$ cat src/rtl/mem_read_arbiter_pkg.sv
// Shared definitions for the memory read arbiter: requester indices, FSM states,
// bus widths and the ARID values each requester places on its read channel.
package mem_read_arbiter_pkg;

  localparam int NUM_READ_MASTERS = 3;
  localparam int ADDR_WIDTH       = 32;
  localparam int DATA_WIDTH       = 32;
  localparam int ID_WIDTH         = 4;

  typedef enum logic [1:0] {
    ARB_DC = 2'd0,
    ARB_IC = 2'd1,
    ARB_SB = 2'd2
  } arb_master_e;

  typedef enum logic [1:0] {
    ARB_IDLE = 2'd0,
    ARB_ADDR = 2'd1,
    ARB_DATA = 2'd2
  } arb_state_e;

  localparam logic [ID_WIDTH-1:0] ARID_DC = 4'd1;
  localparam logic [ID_WIDTH-1:0] ARID_IC = 4'd0;
  localparam logic [ID_WIDTH-1:0] ARID_SB = 4'd2;

  // Converts a one-hot grant vector into the requester index it selects.
  function automatic logic [1:0] grant_to_index(input logic [NUM_READ_MASTERS-1:0] grant);
    logic [1:0] idx;
    idx = 2'd0;
    for (int i = 0; i < NUM_READ_MASTERS; i++) begin
      if (grant[i]) begin
        idx = 2'(i);
      end
    end
    return idx;
  endfunction

endpackage

$ cat src/rtl/mem_read_arb_select.sv
// Combinational grant selection for the memory read arbiter. The search starts at
// pointer_i and wraps, so a pointer of 0 gives fixed dc > ic > sb priority.
module mem_read_arb_select
  import mem_read_arbiter_pkg::*;
(
  input  logic [NUM_READ_MASTERS-1:0] requests_i,
  input  logic [1:0]                  pointer_i,
  output logic [NUM_READ_MASTERS-1:0] grant_o
);

  logic       found;
  logic [2:0] slot;
  logic [1:0] idx;

  // Walk the requesters from the pointer onwards and grant the first one asking.
  always_comb begin
    grant_o = '0;
    found   = 1'b0;
    slot    = '0;
    idx     = '0;
    for (int i = 0; i < NUM_READ_MASTERS; i++) begin
      slot = {1'b0, pointer_i} + 3'(i);
      if (slot >= 3'(NUM_READ_MASTERS)) begin
        slot = slot - 3'(NUM_READ_MASTERS);
      end
      idx = slot[1:0];
      if (!found && requests_i[idx]) begin
        grant_o[idx] = 1'b1;
        found        = 1'b1;
      end
    end
  end

endmodule

$ cat src/rtl/mem_read_arbiter.sv
// Memory read arbiter: shares one AXI-style read port between the D-cache (0),
// I-cache (1) and I-stream-buffer (2) refill requesters, one burst at a time.
// Optional feature: define MEM_ARB_ROUND_ROBIN_EN for round-robin arbitration;
// without it, fixed priority dc > ic > sb applies and no pointer register exists.
module mem_read_arbiter
  import mem_read_arbiter_pkg::*;
#(
  parameter int ARLEN_WIDTH = 4
) (
  input  logic                   clk,
  input  logic                   rst_n,
  input  logic                   dc_arvalid_i,
  input  logic [ADDR_WIDTH-1:0]  dc_araddr_i,
  input  logic [ARLEN_WIDTH-1:0] dc_arlen_i,
  input  logic [ID_WIDTH-1:0]    dc_arid_i,
  output logic                   dc_arready_o,
  output logic                   dc_rvalid_o,
  output logic [DATA_WIDTH-1:0]  dc_rdata_o,
  input  logic                   dc_rready_i,
  input  logic                   ic_arvalid_i,
  input  logic [ADDR_WIDTH-1:0]  ic_araddr_i,
  input  logic [ARLEN_WIDTH-1:0] ic_arlen_i,
  input  logic [ID_WIDTH-1:0]    ic_arid_i,
  output logic                   ic_arready_o,
  output logic                   ic_rvalid_o,
  output logic [DATA_WIDTH-1:0]  ic_rdata_o,
  input  logic                   ic_rready_i,
  input  logic                   sb_arvalid_i,
  input  logic [ADDR_WIDTH-1:0]  sb_araddr_i,
  input  logic [ARLEN_WIDTH-1:0] sb_arlen_i,
  input  logic [ID_WIDTH-1:0]    sb_arid_i,
  output logic                   sb_arready_o,
  output logic                   sb_rvalid_o,
  output logic [DATA_WIDTH-1:0]  sb_rdata_o,
  input  logic                   sb_rready_i,
  output logic                   mem_arvalid_o,
  output logic [ADDR_WIDTH-1:0]  mem_araddr_o,
  output logic [ARLEN_WIDTH-1:0] mem_arlen_o,
  output logic [ID_WIDTH-1:0]    mem_arid_o,
  input  logic                   mem_arready_i,
  input  logic                   mem_rvalid_i,
  input  logic [DATA_WIDTH-1:0]  mem_rdata_i,
  output logic                   mem_rready_o
);

  localparam int CNT_WIDTH = ARLEN_WIDTH + 1;

  logic [NUM_READ_MASTERS-1:0] reqVec;
  logic [NUM_READ_MASTERS-1:0] rreadyVec;
  logic [NUM_READ_MASTERS-1:0] grantOneHot;
  logic [NUM_READ_MASTERS-1:0] arreadyVec;
  logic [NUM_READ_MASTERS-1:0] rvalidVec;
  logic [NUM_READ_MASTERS-1:0] routeVec;
  logic [ADDR_WIDTH-1:0]       araddrArr [NUM_READ_MASTERS];
  logic [ARLEN_WIDTH-1:0]      arlenArr  [NUM_READ_MASTERS];
  logic [ID_WIDTH-1:0]         aridArr   [NUM_READ_MASTERS];
  logic [1:0]                  grantIdxNew;
  logic [1:0]                  selPtr;
  logic [CNT_WIDTH-1:0]        lastBeat;

  arb_state_e             state_q, state_d;
  logic [1:0]             grantIdx_q, grantIdx_d;
  logic [ADDR_WIDTH-1:0]  araddr_q, araddr_d;
  logic [ARLEN_WIDTH-1:0] arlen_q, arlen_d;
  logic [ID_WIDTH-1:0]    arid_q, arid_d;
  logic [CNT_WIDTH-1:0]   beatCnt_q, beatCnt_d;

  assign reqVec       = {sb_arvalid_i, ic_arvalid_i, dc_arvalid_i};
  assign rreadyVec    = {sb_rready_i, ic_rready_i, dc_rready_i};
  assign araddrArr[0] = dc_araddr_i;
  assign araddrArr[1] = ic_araddr_i;
  assign araddrArr[2] = sb_araddr_i;
  assign arlenArr[0]  = dc_arlen_i;
  assign arlenArr[1]  = ic_arlen_i;
  assign arlenArr[2]  = sb_arlen_i;
  assign aridArr[0]   = dc_arid_i;
  assign aridArr[1]   = ic_arid_i;
  assign aridArr[2]   = sb_arid_i;

  mem_read_arb_select u_select (
    .requests_i (reqVec),
    .pointer_i  (selPtr),
    .grant_o    (grantOneHot)
  );

  assign grantIdxNew = grant_to_index(grantOneHot);

`ifdef MEM_ARB_ROUND_ROBIN_EN
  logic [1:0] rrPtr_q, rrPtr_d;

  // Move the round-robin pointer just past whichever requester wins in IDLE.
  always_comb begin
    rrPtr_d = rrPtr_q;
    if (state_q == ARB_IDLE && |reqVec) begin
      rrPtr_d = (grantIdxNew == 2'd2) ? 2'd0 : grantIdxNew + 2'd1;
    end
  end

  // Round-robin pointer register, back to the D-cache on reset.
  always_ff @(posedge clk or negedge rst_n) begin
    if (!rst_n) begin
      rrPtr_q <= 2'd0;
    end else begin
      rrPtr_q <= rrPtr_d;
    end
  end

  assign selPtr = rrPtr_q;
`else
  assign selPtr = 2'd0;
`endif

  // A zero burst length still moves one beat, so its last beat index is 0.
  assign lastBeat = (arlen_q == '0) ? '0 : ({1'b0, arlen_q} - CNT_WIDTH'(1));

  // Next-state logic: latch a request in IDLE, hand it to memory in ADDR, count beats in DATA.
  always_comb begin
    state_d      = state_q;
    grantIdx_d   = grantIdx_q;
    araddr_d     = araddr_q;
    arlen_d      = arlen_q;
    arid_d       = arid_q;
    beatCnt_d    = beatCnt_q;
    arreadyVec   = '0;
    rvalidVec    = '0;
    routeVec     = '0;
    mem_arvalid_o = 1'b0;
    mem_rready_o  = 1'b0;
    case (state_q)
      ARB_IDLE: begin
        if (|reqVec) begin
          grantIdx_d = grantIdxNew;
          araddr_d   = araddrArr[grantIdxNew];
          arlen_d    = arlenArr[grantIdxNew];
          arid_d     = aridArr[grantIdxNew];
          state_d    = ARB_ADDR;
        end
      end
      ARB_ADDR: begin
        mem_arvalid_o = 1'b1;
        if (mem_arready_i) begin
          arreadyVec[grantIdx_q] = 1'b1;
          beatCnt_d              = '0;
          state_d                = ARB_DATA;
        end
      end
      ARB_DATA: begin
        routeVec[grantIdx_q]  = 1'b1;
        rvalidVec[grantIdx_q] = mem_rvalid_i;
        mem_rready_o          = rreadyVec[grantIdx_q];
        if (mem_rvalid_i && rreadyVec[grantIdx_q]) begin
          if (beatCnt_q == lastBeat) begin
            state_d = ARB_IDLE;
          end else begin
            beatCnt_d = beatCnt_q + CNT_WIDTH'(1);
          end
        end
      end
      default: begin
        state_d = ARB_IDLE;
      end
    endcase
  end

  // Arbiter state, grant and latched request registers; reset abandons any burst.
  always_ff @(posedge clk or negedge rst_n) begin
    if (!rst_n) begin
      state_q    <= ARB_IDLE;
      grantIdx_q <= 2'd0;
      araddr_q   <= '0;
      arlen_q    <= '0;
      arid_q     <= '0;
      beatCnt_q  <= '0;
    end else begin
      state_q    <= state_d;
      grantIdx_q <= grantIdx_d;
      araddr_q   <= araddr_d;
      arlen_q    <= arlen_d;
      arid_q     <= arid_d;
      beatCnt_q  <= beatCnt_d;
    end
  end

  assign mem_araddr_o = araddr_q;
  assign mem_arlen_o  = arlen_q;
  assign mem_arid_o   = arid_q;

  assign dc_arready_o = arreadyVec[0];
  assign ic_arready_o = arreadyVec[1];
  assign sb_arready_o = arreadyVec[2];
  assign dc_rvalid_o  = rvalidVec[0];
  assign ic_rvalid_o  = rvalidVec[1];
  assign sb_rvalid_o  = rvalidVec[2];
  assign dc_rdata_o   = routeVec[0] ? mem_rdata_i : '0;
  assign ic_rdata_o   = routeVec[1] ? mem_rdata_i : '0;
  assign sb_rdata_o   = routeVec[2] ? mem_rdata_i : '0;

endmodule

$ cat config.mk
export PLATFORM = sky130hd
export DESIGN_NAME = mem_read_arbiter
export DESIGN_NICKNAME = d
export VERILOG_FILES = /design/src/rtl/mem_read_arbiter_pkg.sv /design/src/rtl/mem_read_arb_select.sv /design/src/rtl/mem_read_arbiter.sv
export SDC_FILE = /design/constraint.sdc
export NUM_CORES = 1
export LEC_CHECK = 0
export ABC_AREA = 1
export BUFFER_PORTS_ARGS = -buffer_cell sky130_fd_sc_hd__buf_2
export CORE_AREA = 2 2 118 120
export DETAILED_ROUTE_END_ITERATION = 8
export DIE_AREA = 0 0 120 122
export HOLD_SLACK_MARGIN = 0.12
export SLEW_MARGIN = 15
export SYNTH_ARGS = -nofsm -noshare
export SYNTH_HDL_FRONTEND = slang
export SYNTH_SLANG_ARGS = --single-unit
$ cat constraint.sdc
create_clock -name clk -period 2.3 [get_ports clk]
set_input_delay 0.46 -clock clk [delete_from_list [all_inputs] [get_ports clk]]
set_output_delay 0.46 -clock clk [all_outputs]
set_load 0.01 [all_outputs]
=== After elaboration in Yosys (flattened, before gate mapping) ===
Index checks and enable logic that the tools add are counted.

* Register bits after elaboration: 49
* Input bits: 162
* Output and inout bits: 144

* $add $sub $neg: 2
* Magnitude comparators: 3
* Equal/unequal tests: 8
* Mux-type cells: 39
* Bitwise operators: 2
* Reduce and logical (&&, ||, !) cells: 13

{| class="wikitable"
|+ Operators by type and width
! cell !! number
|-
| $mux W32 || 5
|-
| $bmux W32 S2 || 1
|-
| $mux W5 || 4
|-
| $bmux W4 S2 || 2
|-
| $mux W4 || 4
|-
| $mux W3 || 5
|-
| $mux W2 || 6
|-
| $ne A2 B2 Y1 const B || 5
|-
| $pmux W5 S2 || 1
|-
| $mux W1 || 8
|-
| $reduce_and A4 Y1 || 2
|-
| $pmux W2 S3 || 1
|-
| $add A5 B1 Y5 const B || 1
|-
| $eq A5 B5 Y1 || 1
|-
| $sub A4 B1 Y5 const B || 1
|-
| $logic_and A1 B1 Y1 || 4
|-
| $logic_not A4 Y1 || 1
|-
| $and A3 B3 Y3 || 1
|-
| $ge A3 B3 Y1 const B || 1
|-
| $lt A2 B3 Y1 const B || 1
|-
| $not A2 Y3 || 1
|-
| $reduce_or A3 Y1 || 1
|-
| $bmux W1 S2 || 1
|-
| $demux W1 S2 || 1
|-
| other kinds (7) || 8
|}

=== Logic depth before layout (Yosys ltp) ===
* Word-level depth: 13
* Gate-level depth with buffers: 13
* Depth with buffers taken out: 13

=== Hierarchy ===
Synthesis repeated with hierarchy kept, for this count alone.

* Cell total of the unflattened synthesis: 602
* Area total of the unflattened synthesis: 3643.5 um^2

{| class="wikitable"
|+ Modules (own cells, without submodules)
! module !! instances !! cells an instance !! area each (um^2) !! seq. area each (um^2)
|-
| mem_read_arbiter || 1 || 561 || 3410.8 || 1226.2
|-
| mem_read_arb_select || 1 || 41 || 232.7 || 0.0
|}

=== Least setup slack after synthesis ===
No wires, ideal clock.

* Path type: flip-flop to output port
* Start: reg grantIdx_q[0]
* End: out dc_rdata_o[11]
* Arrival time: 1.307 ns
* Path slack: 0.533 ns
* Cell stages (with the launch flop): 6
* Path buffers: 2
* Cells stage by stage: dfrtp_1 -> or2_4 -> or2_1 -> buf_6 -> buf_6 -> nor2_1

* Cells in the longest elaborated chain, start to end: 6
* Elaborated cells between the ends (all ways): 7
* Classes of those cells: order compare: 2; mux: 4; reduce/logical: 1

{| class="wikitable"
|+ RTL lines
! item !! line !! RTL
|-
| from (decl) || mem_read_arbiter.sv:62 || <nowiki>logic [1:0] grantIdx_q, grantIdx_d;</nowiki>
|-
| from (signal assigned) || mem_read_arbiter.sv:176 || <nowiki>grantIdx_q <= grantIdx_d;</nowiki>
|-
| $lt A2 B3 Y1 (not written as such) / $ge A2 B1 Y1 (equally long branches) || mem_read_arbiter.sv:148 || <nowiki>routeVec[grantIdx_q] = 1'b1;</nowiki>
|-
| $logic_and A1 B1 Y1 (not written as such) || mem_read_arbiter.sv:148 ||
|-
| $mux W1 (not written as such) || mem_read_arbiter.sv:148 ||
|-
| $demux W1 S2 * || mem_read_arbiter.sv:148 ||
|-
| $mux W3 * || mem_read_arbiter.sv:129 || <nowiki>case (state_q)</nowiki>
|-
| $mux W32 * || mem_read_arbiter.sv:194 || <nowiki>assign dc_rdata_o = routeVec[0] ? mem_rdata_i : '0;</nowiki>
|-
| to (decl) || mem_read_arbiter.sv:18 || <nowiki>output logic [DATA_WIDTH-1:0] dc_rdata_o,</nowiki>
|}

Mark *: on every way between the ends. The rest lies on a longest branch, timed or not.

=== Final worst setup path ===
* Start: reg grantIdx_q[0]
* End: out dc_rdata_o[25]

The elaborated chain is that of the path after synthesis.

==> summary.md <==
| Metric | Value |
|---|---|
| Status | finished, final reports clean |
| Dpl ws | between 0.2 and 0.3 ns |
| Die area | 0.01464 mm² |
| DR top layer | met4 |
| TritonCTS clock tree | built |
| Fin crit share | 0.9594 |
| Number of CTS-inserted buffers | 5 |
| First-pass GRT wire length | around 21 mm |
| Switching Fraction | 0.4687 |
| Postcts setup bufs | 0 |
| Rel. slew slack | 0.5227 |
| Worst slew pin tran | 0.7149 ns |
| Clock skew | 0.003929 ns |
| Fillers | 1513 |
| Met3 WL | about 1.1 mm |
| Power per cell area | 1006 mW/mm² |
| Critical path data required time | 1.84 ns |
| Multi-input logic area | around 0.0020 mm² |
| Largest family of logic cells by synthesized area | simple AND/OR/NAND/NOR gates |
| Met2 Wirelength | between 6 and 7 mm |
| Max Freq | 0.4532 GHz |
| Residual DRC | 0 |
| Core ar. | 0.01350 mm² |
| Max Cap Viol | 0 |
| Setup TNS Final | 0 ns |
| RSZ-0062 raised after global routing | no |
| Cells after Synth | 563 |
| Die Wd | 120 µm |
| Worst setup EP type | output pin |
| Crit path max-delay family | simple AND/OR/NAND/NOR gates |
| Max H-tree Level | 2 |
| Crit-path cells | or2_4 > or2_2 > buf_12 > nor2_1 > buf_2 |
| Internal cell power | 2.913 mW |
| Startpoint Class | flop |
| Antenna violations before repair | 0 |
| Pin count of the biggest net entering global routing | 59 |
| Combinational share of power | 0.598 |
| Worst hold margin | 0.1412 ns |
| Clk Latency, worst-skew pair | 0.28 ns |
| Tmin final | 2.207 ns |
| Vias in the first global route | 4138 |
| Mux share of post-synthesis cell area | 0 |
| CTS Root Cell | clkbuf_16 |
| Slowest-stage cell, CP | dfrtp_2 |
| FFs w/ async S/R, synth | 1.000 |
| PortBufs | 305 |
| DR WL/cell | roughly 13 µm |
| Yosys warnings | 0 |
| Synth area leader | dfrtp_1 |
| Ant. Diodes | 0 |
| Worst path bufs/invs | 2 |
| WL met1 | 5.484 mm |
| Min-delay worst type | input pin to asynchronous set/reset pin |
| Die height | 122 µm |
| PnR worst setup slack | around 0.093 ns |
| Post-route ant nets | 0 |
| Ys flop type | dfrtp_1 |
| Vias post-DR | 4618 |
| Tot Pwr | 5.483 mW |
| Initial Util | 0.2695 |
| Post-DP Area | between 0.005 and 0.006 mm² |
| Synth top cells by count | nand2_1, nor2_1, nand3_1 |
| Most area-consuming cells after synthesis | dfrtp_1, nand2_1, nand3_1, nor2_1, o211ai_1 |
| Vias/cell | about 4.5 |
| Sequential cell area | roughly 0.0012 mm² |
| Num rows | 43 |
| Count leader, synth | nand2_1 |
| Avg Synthesized Cell Area | around 6.5 µm² |
| DRT Wirelength | 13.77 mm |
| Synth Area in Simple Gates | 0.4428 |
| Final number of setup-violating endpoints | 0 |
| Number of synthesized flops with an enable pin | 0 |
| Grt ovf | 0 |
| GP Congestion | 0.7845 |
| Clk sinks | 49 |
| Dpl hpwl | approximately 11 mm |
| Seq pwr share | 0.272 |
| Crit path largest cell delay | 0.44 ns |
| First-pass DRT Iterations | 4 |
| Final Net Count | 1011 |
| Worst VDD drop | about 0.00054 V |
| Clock Pin Slew Worst Setup and Hold Paths | 0.06 ns |
| I/O pins | 306 |
| Leak | ~3.4 nW |
| Area delta synth->final | 49.81% |
| Fin. Hold Viols | 0 |
| Compound-gate portion of the synthesized area | 0.1038 |
| Adder-cell share of the synthesized area | 0.003438 |
| Clock power share | 0.129 |
| Cell area after layout | 0.005453 mm² |
| Synth Register Bits | 49 |
| Layout cell share with drive strength beyond 1 | 0.4116 |
| Net Sw Power | approximately 2.6 mW |
| XOR/XNOR Fraction of Synth Area | 0.004813 |
| Max Root-Sink Buffers | 2 |
| CP arrival | 1.75 ns |
| Critical path type | flop to output pin |
| Yosys top cell area share | 0.3369 |
| Global Route Usage Sum | 0.1797 |
| Mapped Nets | 726 |
| Max FO, Critical Path | 33 |
| Synth cell types | 27 |
| Mapped Area | 0.003640 mm² |
| Fin. max-slew vios | 0 |
| Seq/Total Area, Yosys | 0.3369 |
| Drt initial violations | 141 |
==> cell families after synthesis <==
| group | after synthesis |
|---|---|
| AND/OR/NAND/NOR | 367 |
| buffers and inverters | 92 |
| adder cells (fa/ha/maj) | 1 |
| AO/OA/AOI/OAI | 52 |
| XOR/XNOR | 2 |
| flip-flops | 49 |
==> layout make-up <==
cell class | instances | share of cell area
Timing Repair Buffer | 317 | 0.3011
Clock inverter | 1 | 0.001606
Multi-Input combinational cell | 422 | 0.3708
Inverter | 53 | 0.03648
Sequential cell | 49 | 0.2251
Clock buffer | 6 | 0.02363
Tap cell | 180 | 0.04130
==> metal layers <==
metal	global-route usage	vias to the layer above
met5	0	-
met4	0.03897	0
met3	0.04541	9
met2	0.3320	192
met1	0.2088	2044
li1	-	2373
==> power by group through the flow <==
stage          Clock (mW)  Combinational, mW  Sequential (mW)
3_3_place_gp            0               3.26             1.50
2_1_floorplan           0               1.97             1.63
3_5_place_dp            0               3.29             1.49
5_1_grt             0.772               3.67             1.55
6_report            0.708               3.28             1.49
4_1_cts             0.741               3.30             1.49
==> per-stage QoR <==
stage | utilization | cells
6_report | 0.4038 | 1028
4_1_cts | 0.4030 | 1028
2_1_floorplan | - | 563
5_1_grt | 0.4038 | 1028
3_3_place_gp | 0.3926 | 1021
3_5_place_dp | 0.3926 | 1021
==> flip-flops by register name (all words and copies together), names as in the netlist <==
name          flops
state_q           2
mem_arlen_o       4
grantIdx_q        2
mem_araddr_o     32
beatCnt_q         5
mem_arid_o        4
==> cells in the final DEF (no fill, tap or decap), types with 2 or more instances in the layout <==
cell | Yosys | layout
buf_2 | 12 | 305
nand2_1 | 146 | 145
nor2_1 | 105 | 105
nand3_1 | 95 | 95
inv_1 | 50 | 50
dfrtp_1 | 49 | 48
o211ai_1 | 40 | 40
nor2_4 | 11 | 11
buf_4 | 0 | 10
o21ai_0 | 7 | 7
nand2_2 | 4 | 5
clkbuf_16 | 0 | 5
inv_2 | 3 | 3
a21oi_1 | 2 | 2
xor2_1 | 2 | 2
buf_12 | 0 | 2
==> worst paths after layout <==
check                                            startpoint                            to  slack, ns  cells past startpoint
worst max-delay path              grantIdx_q[0]$_DFFE_PN0P_                dc_rdata_o[25]       0.09                      5
worst min-delay path                                  rst_n  mem_araddr_o[29]$_DFFE_PN0P_       0.14                      1
worst max register to register       state_q[0]$_DFFE_PN0P_   mem_araddr_o[1]$_DFFE_PN0P_       0.62                      5
worst min register to register  mem_araddr_o[5]$_DFFE_PN0P_   mem_araddr_o[5]$_DFFE_PN0P_       0.47                      2
max in group asynchronous                             rst_n     grantIdx_q[0]$_DFFE_PN0P_       1.50                      2
min in group clk                            sb_araddr_i[27]  mem_araddr_o[27]$_DFFE_PN0P_       0.42                      3
==> what timing repair did <==
item                       in CTS  in global routing
gates resized for setup         1                  4
hold buffers                    0                  0
setup endpoints to repair      23                 20
Power figures use the tool's default switching activity.
